$ cat src/rtl/note_tx_pkg.sv
// Shared definitions for the note frame transmitter.
//   tx_state_t        : frame FSM states
//   SYNC_BYTE_DEFAULT : default first byte of every frame
//   FRAME_LEN_BASE    : bytes per frame without the checksum byte
//   note_t            : queued note event (tone 8 bits + duration 16 bits)
// Optional feature macro: NOTE_TX_CHECKSUM_EN (adds the checksum helper).
package note_tx_pkg;

  typedef enum logic [2:0] {
    StIdle,
    StLoad,
    StStrobe,
    StWaitRise,
    StWaitFall
  } tx_state_t;

  localparam logic [7:0] SYNC_BYTE_DEFAULT = 8'hA5;
  localparam int unsigned FRAME_LEN_BASE = 4;

  typedef struct packed {
    logic [7:0]  tone;
    logic [15:0] dur;
  } note_t;

`ifdef NOTE_TX_CHECKSUM_EN
  function automatic logic [7:0] note_checksum(input note_t n);
    return n.tone ^ n.dur[15:8] ^ n.dur[7:0];
  endfunction
`endif

endpackage

$ cat src/rtl/note_fifo.sv
// Synchronous first-word-fall-through FIFO for note events.
// Ports:
//   clk, rst       : clock, asynchronous active-high reset
//   push, wdata    : write request and data (ignored when full)
//   pop            : read request (ignored when empty); rdata shows the head entry
//   full, empty    : status flags
//   level          : number of stored entries
// DEPTH must be a power of two so the pointers wrap naturally.
module note_fifo #(
  parameter int unsigned DEPTH = 4,
  parameter int unsigned WIDTH = 24
) (
  input  logic                     clk,
  input  logic                     rst,
  input  logic                     push,
  input  logic [WIDTH-1:0]         wdata,
  input  logic                     pop,
  output logic [WIDTH-1:0]         rdata,
  output logic                     full,
  output logic                     empty,
  output logic [$clog2(DEPTH):0]   level
);

  localparam int unsigned AW = $clog2(DEPTH);

  logic [WIDTH-1:0] mem [DEPTH];
  logic [AW:0]      wr_ptr;
  logic [AW:0]      rd_ptr;
  logic             do_push;
  logic             do_pop;

  // Pointers carry one extra bit so full and empty are distinguishable.
  assign level   = wr_ptr - rd_ptr;
  assign full    = (level == (AW + 1)'(DEPTH));
  assign empty   = (level == '0);
  assign do_push = push && !full;
  assign do_pop  = pop && !empty;
  assign rdata   = mem[rd_ptr[AW-1:0]];

  always_ff @(posedge clk) begin
    if (do_push) begin
      mem[wr_ptr[AW-1:0]] <= wdata;
    end
  end

  always_ff @(posedge clk or posedge rst) begin
    if (rst) begin
      wr_ptr <= '0;
      rd_ptr <= '0;
    end else begin
      if (do_push) wr_ptr <= wr_ptr + 1'b1;
      if (do_pop)  rd_ptr <= rd_ptr + 1'b1;
    end
  end

endmodule

$ cat src/rtl/note_frame_tx.sv
// Note frame transmitter: queues note events and sends each one to a UART
// transmitter as the byte frame SYNC_BYTE, tone, dur[15:8], dur[7:0]
// (plus a checksum byte tone ^ dur[15:8] ^ dur[7:0] when the macro
// NOTE_TX_CHECKSUM_EN is defined).
// Ports:
//   sys_clk, sys_rst         : clock, asynchronous active-high reset
//   note_valid/ready         : event handshake; note_ready is high when not full
//   note_tone, note_dur      : event payload
//   send_en, send_data       : one-cycle byte strobe and held byte to the UART
//   tx_busy                  : UART busy flag
//   fifo_level               : number of queued events
//   frame_done               : one-cycle pulse after the last byte of a frame
//   idle                     : FSM idle and FIFO empty
module note_frame_tx
  import note_tx_pkg::*;
#(
  parameter int unsigned FIFO_DEPTH   = 4,
  parameter logic [7:0]  SYNC_BYTE    = SYNC_BYTE_DEFAULT,
  parameter int unsigned RISE_TIMEOUT = 4
) (
  input  logic                          sys_clk,
  input  logic                          sys_rst,
  input  logic                          note_valid,
  output logic                          note_ready,
  input  logic [7:0]                    note_tone,
  input  logic [15:0]                   note_dur,
  output logic                          send_en,
  output logic [7:0]                    send_data,
  input  logic                          tx_busy,
  output logic [$clog2(FIFO_DEPTH):0]   fifo_level,
  output logic                          frame_done,
  output logic                          idle
);

`ifdef NOTE_TX_CHECKSUM_EN
  localparam int unsigned FRAME_LEN = FRAME_LEN_BASE + 1;
`else
  localparam int unsigned FRAME_LEN = FRAME_LEN_BASE;
`endif
  localparam logic [2:0] LAST_IDX = 3'(FRAME_LEN - 1);
  localparam int unsigned CW = (RISE_TIMEOUT > 1) ? $clog2(RISE_TIMEOUT) : 1;
  localparam logic [CW-1:0] RISE_LAST = CW'(RISE_TIMEOUT - 1);

  tx_state_t     state;
  note_t         frame;
  note_t         fifo_rdata;
  note_t         fifo_wdata;
  logic [2:0]    byte_idx;
  logic [CW-1:0] rise_cnt;
  logic [7:0]    cur_byte;
  logic          fifo_full;
  logic          fifo_empty;
  logic          fifo_push;
  logic          fifo_pop;

  assign fifo_wdata = '{tone: note_tone, dur: note_dur};
  assign note_ready = !fifo_full;
  assign fifo_push  = note_valid && note_ready;
  // The frame register is loaded on the same edge the head entry is popped.
  assign fifo_pop   = (state == StIdle) && !fifo_empty;
  assign idle       = (state == StIdle) && fifo_empty;

  note_fifo #(
    .DEPTH (FIFO_DEPTH),
    .WIDTH ($bits(note_t))
  ) u_fifo (
    .clk   (sys_clk),
    .rst   (sys_rst),
    .push  (fifo_push),
    .wdata (fifo_wdata),
    .pop   (fifo_pop),
    .rdata (fifo_rdata),
    .full  (fifo_full),
    .empty (fifo_empty),
    .level (fifo_level)
  );

  always_comb begin
    cur_byte = SYNC_BYTE;
    case (byte_idx)
      3'd1:    cur_byte = frame.tone;
      3'd2:    cur_byte = frame.dur[15:8];
      3'd3:    cur_byte = frame.dur[7:0];
`ifdef NOTE_TX_CHECKSUM_EN
      3'd4:    cur_byte = note_checksum(frame);
`endif
      default: cur_byte = SYNC_BYTE;
    endcase
  end

  always_ff @(posedge sys_clk or posedge sys_rst) begin
    if (sys_rst) begin
      state      <= StIdle;
      frame      <= '0;
      byte_idx   <= '0;
      rise_cnt   <= '0;
      send_en    <= 1'b0;
      send_data  <= 8'h00;
      frame_done <= 1'b0;
    end else begin
      send_en    <= 1'b0;
      frame_done <= 1'b0;
      case (state)
        StIdle: begin
          if (!fifo_empty) begin
            frame    <= fifo_rdata;
            byte_idx <= '0;
            state    <= StLoad;
          end
        end
        StLoad: begin
          send_data <= cur_byte;
          state     <= StStrobe;
        end
        StStrobe: begin
          // A transmitter still busy from elsewhere holds the strobe back.
          if (!tx_busy) begin
            send_en  <= 1'b1;
            rise_cnt <= '0;
            state    <= StWaitRise;
          end
        end
        StWaitRise: begin
          // Give up waiting for busy after RISE_TIMEOUT cycles.
          if (tx_busy || (rise_cnt == RISE_LAST)) begin
            state <= StWaitFall;
          end else begin
            rise_cnt <= rise_cnt + 1'b1;
          end
        end
        StWaitFall: begin
          if (!tx_busy) begin
            if (byte_idx == LAST_IDX) begin
              byte_idx   <= '0;
              frame_done <= 1'b1;
              state      <= StIdle;
            end else begin
              byte_idx <= byte_idx + 3'd1;
              state    <= StLoad;
            end
          end
        end
        default: state <= StIdle;
      endcase
    end
  end

endmodule

$ cat config.mk
export PLATFORM = sky130hd
export DESIGN_NAME = note_frame_tx
export DESIGN_NICKNAME = d
export VERILOG_FILES = /design/src/rtl/note_tx_pkg.sv /design/src/rtl/note_fifo.sv /design/src/rtl/note_frame_tx.sv
export SDC_FILE = /design/constraint.sdc
export NUM_CORES = 1
export LEC_CHECK = 0
export CELL_PAD_IN_SITES_DETAIL_PLACEMENT = 2
export CELL_PAD_IN_SITES_GLOBAL_PLACEMENT = 2
export CORE_ASPECT_RATIO = 1.1
export CORE_MARGIN = 2
export CORE_UTILIZATION = 45
export DETAILED_ROUTE_END_ITERATION = 6
export MAX_ROUTING_LAYER = met4
export PLACE_DENSITY = 0.91
export SETUP_SLACK_MARGIN = 0.4
export SLEW_MARGIN = 40
export SYNTH_ARGS = -nofsm -noshare
export SYNTH_HDL_FRONTEND = slang
export SYNTH_SLANG_ARGS = --single-unit
$ cat constraint.sdc
create_clock -name sys_clk -period 4.8 [get_ports sys_clk]
set_input_delay 0.96 -clock sys_clk [delete_from_list [all_inputs] [get_ports sys_clk]]
set_output_delay 0.96 -clock sys_clk [all_outputs]
set_load 0.02 [all_outputs]
# [Word level (Yosys, flattened, before mapping)]
# Memories as Yosys holds them, arrays and structs flattened. A register that Yosys moved wholly into a read port is not among the register bits.
# Index checks and enable logic that the tools add are counted.
[word_totals] regBits=24 input_bits=28 ramBits=96 memories=1 output_inout_bits=15
[mem_list] name="u_fifo.mem" depth=4 width=24 rd=1 rd_ports_with_merged_regs=1 write_ports=1 line="note_fifo.sv:26" rtl="logic [WIDTH-1:0] mem [DEPTH];"
[op_classes] bitwise=1 reduce_logical=16 eq_ne=14 n_addsub=5 n_mux=21
[op_table] cell="$pmux 8 s3" count=1
[op_table] cell="$mux 3" count=7
[op_table] cell="$pmux 3 s5" count=1
[op_table] cell="$eq 3x2->1 const B" count=4
[op_table] cell="$ne 2x2->1 const B" count=5
[op_table] cell="$add 3x1->3 const B" count=3
[op_table] cell="$mux 1" count=8
[op_table] cell="$eq 3x1->1 const B" count=2
[op_table] cell="$eq 3x3->1 const B" count=2
[op_table] cell="$logic_not 3->1" count=2
[op_table] cell="$pmux 3 s2" count=1
[op_table] cell="$reduce_and 3->1" count=2
[op_table] cell="$logic_and 1x1->1" count=5
[op_table] cell="$mux 2" count=2
[op_table] cell="$pmux 2 s2" count=1
[op_table] cell="$reduce_and 4->1" count=1
[op_table] cell="$reduce_bool 2->1" count=2
[op_table] cell="$sub 3x3->3" count=1
[op_table] cell="$add 2x1->2 const B" count=1
[op_table] cell="$eq 2x2->1 const B" count=1
[op_table] cell="$logic_not 1->1" count=2
[op_table] cell="$reduce_and 2->1" count=1
[op_table] cell="$logic_or 1x1->1" count=1
[op_table] cell="$not 1->1" count=1

# [Logic depth before layout (Yosys ltp)]
[logic_depth] ltp_word=7 mapped_depth=7 ltp_nobuf=6

# [Hierarchy]
# From an unflattened synthesis, not the netlist that was laid out.
[hier_totals] cells_unflattened=313 area_unflattened_um2=5756.8
[modules_own_cells] module="note_fifo" area_per_inst_um2=3905.0 seq_area_each_um2=3032.9 instances=1 cells_each=170
[modules_own_cells] module="note_frame_tx" area_per_inst_um2=1851.8 seq_area_each_um2=1051.0 instances=1 cells_each=143

# [Worst setup path after synthesis]
# Ideal clock, no wire load.
[synth_path] path_type="reg-to-output" from="register u_fifo.wr_ptr[0]" to="output idle" path_stages_with_launch=6 arrival_time_ns=2.187 setup_slack_ns=1.653 required_time_ns=3.840 path_buffers=0 cell_sequence="dfrtp_1 -> inv_1 -> ha_1 -> fa_1 -> xor3_2 -> nor4_1"
[synth_via] elab_chain_len=3
[synth_lines] element="start, declared" line="note_fifo.sv:27" rtl="logic [AW:0] wr_ptr;"
[synth_lines] element="start signal, assigned" line="note_fifo.sv:51" rtl="if (do_push) wr_ptr <= wr_ptr + 1'b1;"
[synth_lines] element="$sub 3x3->3" line="note_fifo.sv:33" rtl="assign level = wr_ptr - rd_ptr;"
[synth_lines] element="via fifo_level[2]" line="note_frame_tx.sv:30" rtl="output logic [$clog2(FIFO_DEPTH):0] fifo_level,"
[synth_lines] element="$logic_not 3->1" line="note_fifo.sv:35" rtl="assign empty = (level == '0);"
[synth_lines] element="$logic_and 1x1->1" line="note_frame_tx.sv:61" rtl="assign idle = (state == StIdle) && fifo_empty;"
[synth_lines] element="end, declared" line="note_frame_tx.sv:32" rtl="output logic idle"
# The timed path passes the listed nets, and every way through them passes these cells.

# [Final worst setup path]
[layout_path] from="register u_fifo.wr_ptr[0]" to="output idle"
[layout_via] elab_chain_len=3
[layout_lines] element="$sub 3x3->3" line="note_fifo.sv:33"
[layout_lines] element="$logic_not 3->1" line="note_fifo.sv:35"
[layout_lines] element="$logic_and 1x1->1" line="note_frame_tx.sv:61"
# Every way passes these cells.

==> results.md <==
- Max Root-Sink Buffers: 2
- CP cell instances: inv_1 > ha_1 > fa_1 > nand2_1 > nor4_1 > clkdlybuf4s50_1
- DR vias: 3049
- Fin crit share: 0.8323
- Clk_lat worst skew: 0.42 ns
- Drt pass-1 iters: 4
- CP Class: flip-flop to output port
- Slowest stage delay, CP: 0.68 ns
- PortBufs: 42
- Critical Path AT: about 3.0 ns
- Synth Register Bits: approximately 140
- Via density: roughly 5.7
- Fraction of layout cells with a size suffix above 1: 0.1915
- Register area share after synthesis: 0.7131
- Maximum vdd drop: 0.3280 mV
- Hold Path Stages: 1
- Synth top area share: 0.5034
- Worst Tran Pin Value: around 0.67 ns
- WHS Endpoint: rise_cnt[0]$_DFFE_PP0P_
- Syn Nets: about 350
- Remaining antenna violation count after routing: 0
- Worst R2R Setup Slack: 1.96 ns
- Crit path max-delay cell type: clkdlybuf4s50_1
- Die W: between 100 and 150 microns
- Total CTS buffers: 17
- First-pass GRT wire length: ~22000 microns
- Mean Syn Cell Area: roughly 18 sq um
- Die H: 122.3 microns
- Vias in the first global route: 3482
- Area leader, netlist: edfxtp_1
- Root Driver: clkbuf_16
- Fmax: ~250 MHz
- Drt drc: 0
- Critical R2R Capture: u_fifo.mem[1][19]$_DFFE_PP_
- Ys Warns: 0
- Final Util: 0.5518
- Largest cells by area after synthesis: edfxtp_1 50%, dfrtp_1 21%, mux4_2 9.4%, mux2_1 3.5%, ha_1 2.2%
- Syn-to-layout area delta: 20.78%
- Post-synth cell types: 46
- Routed length per instance: around 26 microns
- Pwr/cell area: between 700 and 800 nW/um^2
- Period minus WS final: 3.995 ns
- Top_reg_cell synth: edfxtp_1
- Post-synth EDFFs: 96
- Clock sink count: ~140
- Clock Skews: ~0.01 ns
- Final number of max-transition violations: 0
- Status: finished clean
- HPWL after DPL: around 8500 microns
- Starting Density: 0.4568
- Ant diodes: 0
- Post-CTS Setup Inserts: 0
- Setup crit end kind: output port
- Top post-synthesis cells by count: 96 x edfxtp_1, 48 x dfrtp_1, 24 x mux4_2, 18 x mux2_1, 11 x inv_1
- CP startpoint kind: flip-flop
- Core box area: 12540 sq um
- CTS tree: yes
- Cell depth of the worst flop-to-flop path: 7
- Largest net degree at the start of global routing: 49
- Filler cells: approximately 1.1k
- Leakage power: roughly 2.5 nW
- # nets final: about 400
- Worst slew margin: 0.5471
- Die area: 13650 sq um
- CTS HTree Levels: 4
- # setup viols final: 0
- Setup TNS: 0 ns
- Post-Layout Cell Count: 533
- Overall power: roughly 4.9 mW
- Post-Syn Instances: 310
- Routability Congestion: approximately 0.76
- Async SR Flop Fraction: 0.3333
- Initial antenna violation count: 0
- Hold wc startpoint: rise_cnt[0]$_DFFE_PP0P_
- FF-to-FF Start: u_fifo.wr_ptr[0]$_DFFE_PP0P_
- DP Cell Count: 502
- DRT iter0 DRCs: 161
- Most frequent cell after synthesis: edfxtp_1
- Worst Path Max Fanout: 6
- RSZ-0062 raised after global routing: false
- Grt total ovfl: 0
- Clock transition at path regs: roughly 0.06 ns
- Crit path required time: between 3 and 4 ns
- Worst path depth: 6
- Tot GR Track Use: 0.2303
- Crit-path leading delay family: buffers and inverters
- Cts repair resizes: 0
- Crit path buffers/inverters: 2
- Cts hold-fix bufs: 0
- WL final: around 14000 microns
- Synth Cell Area: ~5700 sq um
- FP Rows: 43
- Worst hold path class: flip-flop to flip-flop
- MaxCap Viol Count: 0
- Final-report hold violation count: 0
- Top Ports: between 40 and 50
[power breakdown]
part	leakage (nW)	switching (mW)	internal, mW	total [mW]
registers	1.46	0.244	1.75	1.99
logic	0.761	0.880	0.728	1.61
clock network	0.286	0.472	0.830	1.30
total	2.50	1.60	3.30	4.90
[worst reg2reg max path, delay by kind of cell (launching register included)]
kind / cells / cell delay (ns)
AO/OA/AOI/OAI: 1 / 0.39
flip-flops: 1 / 0.40
adder cells (fa/ha/maj): 2 / 0.63
XOR/XNOR: 1 / 0.35
AND/OR/NAND/NOR: 1 / 0.21
buffers and inverters: 2 / 0.51
[logic make-up (layout without fill, tap and decap cells)]
group | Yosys count | in the layout | synth area share
DFF | 144 | 144 | 0.7131
adders and majority gates | 11 | 11 | 0.02534
AOI/OAI and AO/OA | 32 | 32 | 0.04458
muxes | 51 | 51 | 0.1473
buffers and inverters | 25 | 91 | 0.02054
and+or+nand+nor | 42 | 42 | 0.03867
xor gates and xnor gates | 5 | 5 | 0.01049
[placed cells by master (no fill, tap or decap), types with 4 or more instances in the layout]
master / instances
a21oi_1: 4
a222oi_1: 7
and2_1: 4
buf_4: 6
clkbuf_1: 4
clkbuf_16: 17
clkbuf_8: 5
clkdlybuf4s50_1: 42
dfrtp_1: 48
edfxtp_1: 96
ha_1: 10
inv_1: 10
mux2_1: 18
mux2_2: 8
mux4_2: 24
nand2_1: 9
nor2_1: 8
nor3_1: 4
o21ai_0: 5
[how the worst max path moves through the flow]
| stage | from | endpoint | slack [ns] |
|---|---|---|---|
| detailed placement | u_fifo.wr_ptr[0]$_DFFE_PP0P_ | idle | 1.18 |
| finish | u_fifo.wr_ptr[0]$_DFFE_PP0P_ | idle | 0.81 |
| global placement | u_fifo.wr_ptr[0]$_DFFE_PP0P_ | idle | 1.34 |
| global route | u_fifo.wr_ptr[0]$_DFFE_PP0P_ | idle | 0.57 |
| CTS | u_fifo.wr_ptr[0]$_DFFE_PP0P_ | idle | 0.76 |
| floorplan | u_fifo.wr_ptr[0]$_DFFE_PP0P_ | idle | 1.65 |
[sequential cells by signal, summed over array words and instances (netlist names)]
name and flops:
u_fifo.rd_ptr 3, frame 24, frame_done 1, u_fifo.mem 96, byte_idx 3, send_en 1
rise_cnt 2, state 3, send_data 8, u_fifo.wr_ptr 3
[through the flow]
step | worst slack (ns) | hold slack, ns | instance area (sq um)
floorplan | 1.653 | 0.4573 | 5727
global placement | 1.345 | 0.4663 | 6312
detailed placement | 1.181 | 0.4890 | 6330
CTS | 0.7562 | 0.4965 | 6917
global route | 0.5673 | 0.5055 | 6917
finish | 0.8050 | 0.4879 | 6917
[area by class of cell]
cell class / instances / area, sq um / area share
clock buffer: 26 / 509.2 / 0.07363
clock inverter: 5 / 77.57 / 0.01122
multi-input combinational: 141 / 1525 / 0.2205
inverter: 11 / 43.79 / 0.006331
timing repair buffer: 49 / 480.5 / 0.06946
tap: 157 / 196.4 / 0.02840
sequential: 144 / 4084 / 0.5904
[layer usage]
metal	vias up	GRT usage	wire length, microns
met3	31	0.05086	573
li1	1323	-	-
met5	-	-	0
met2	86	0.3906	7441
met4	0	0.1049	359
met1	1609	0.2659	5611
No activity file was read; power rests on OpenSTA's default activity.
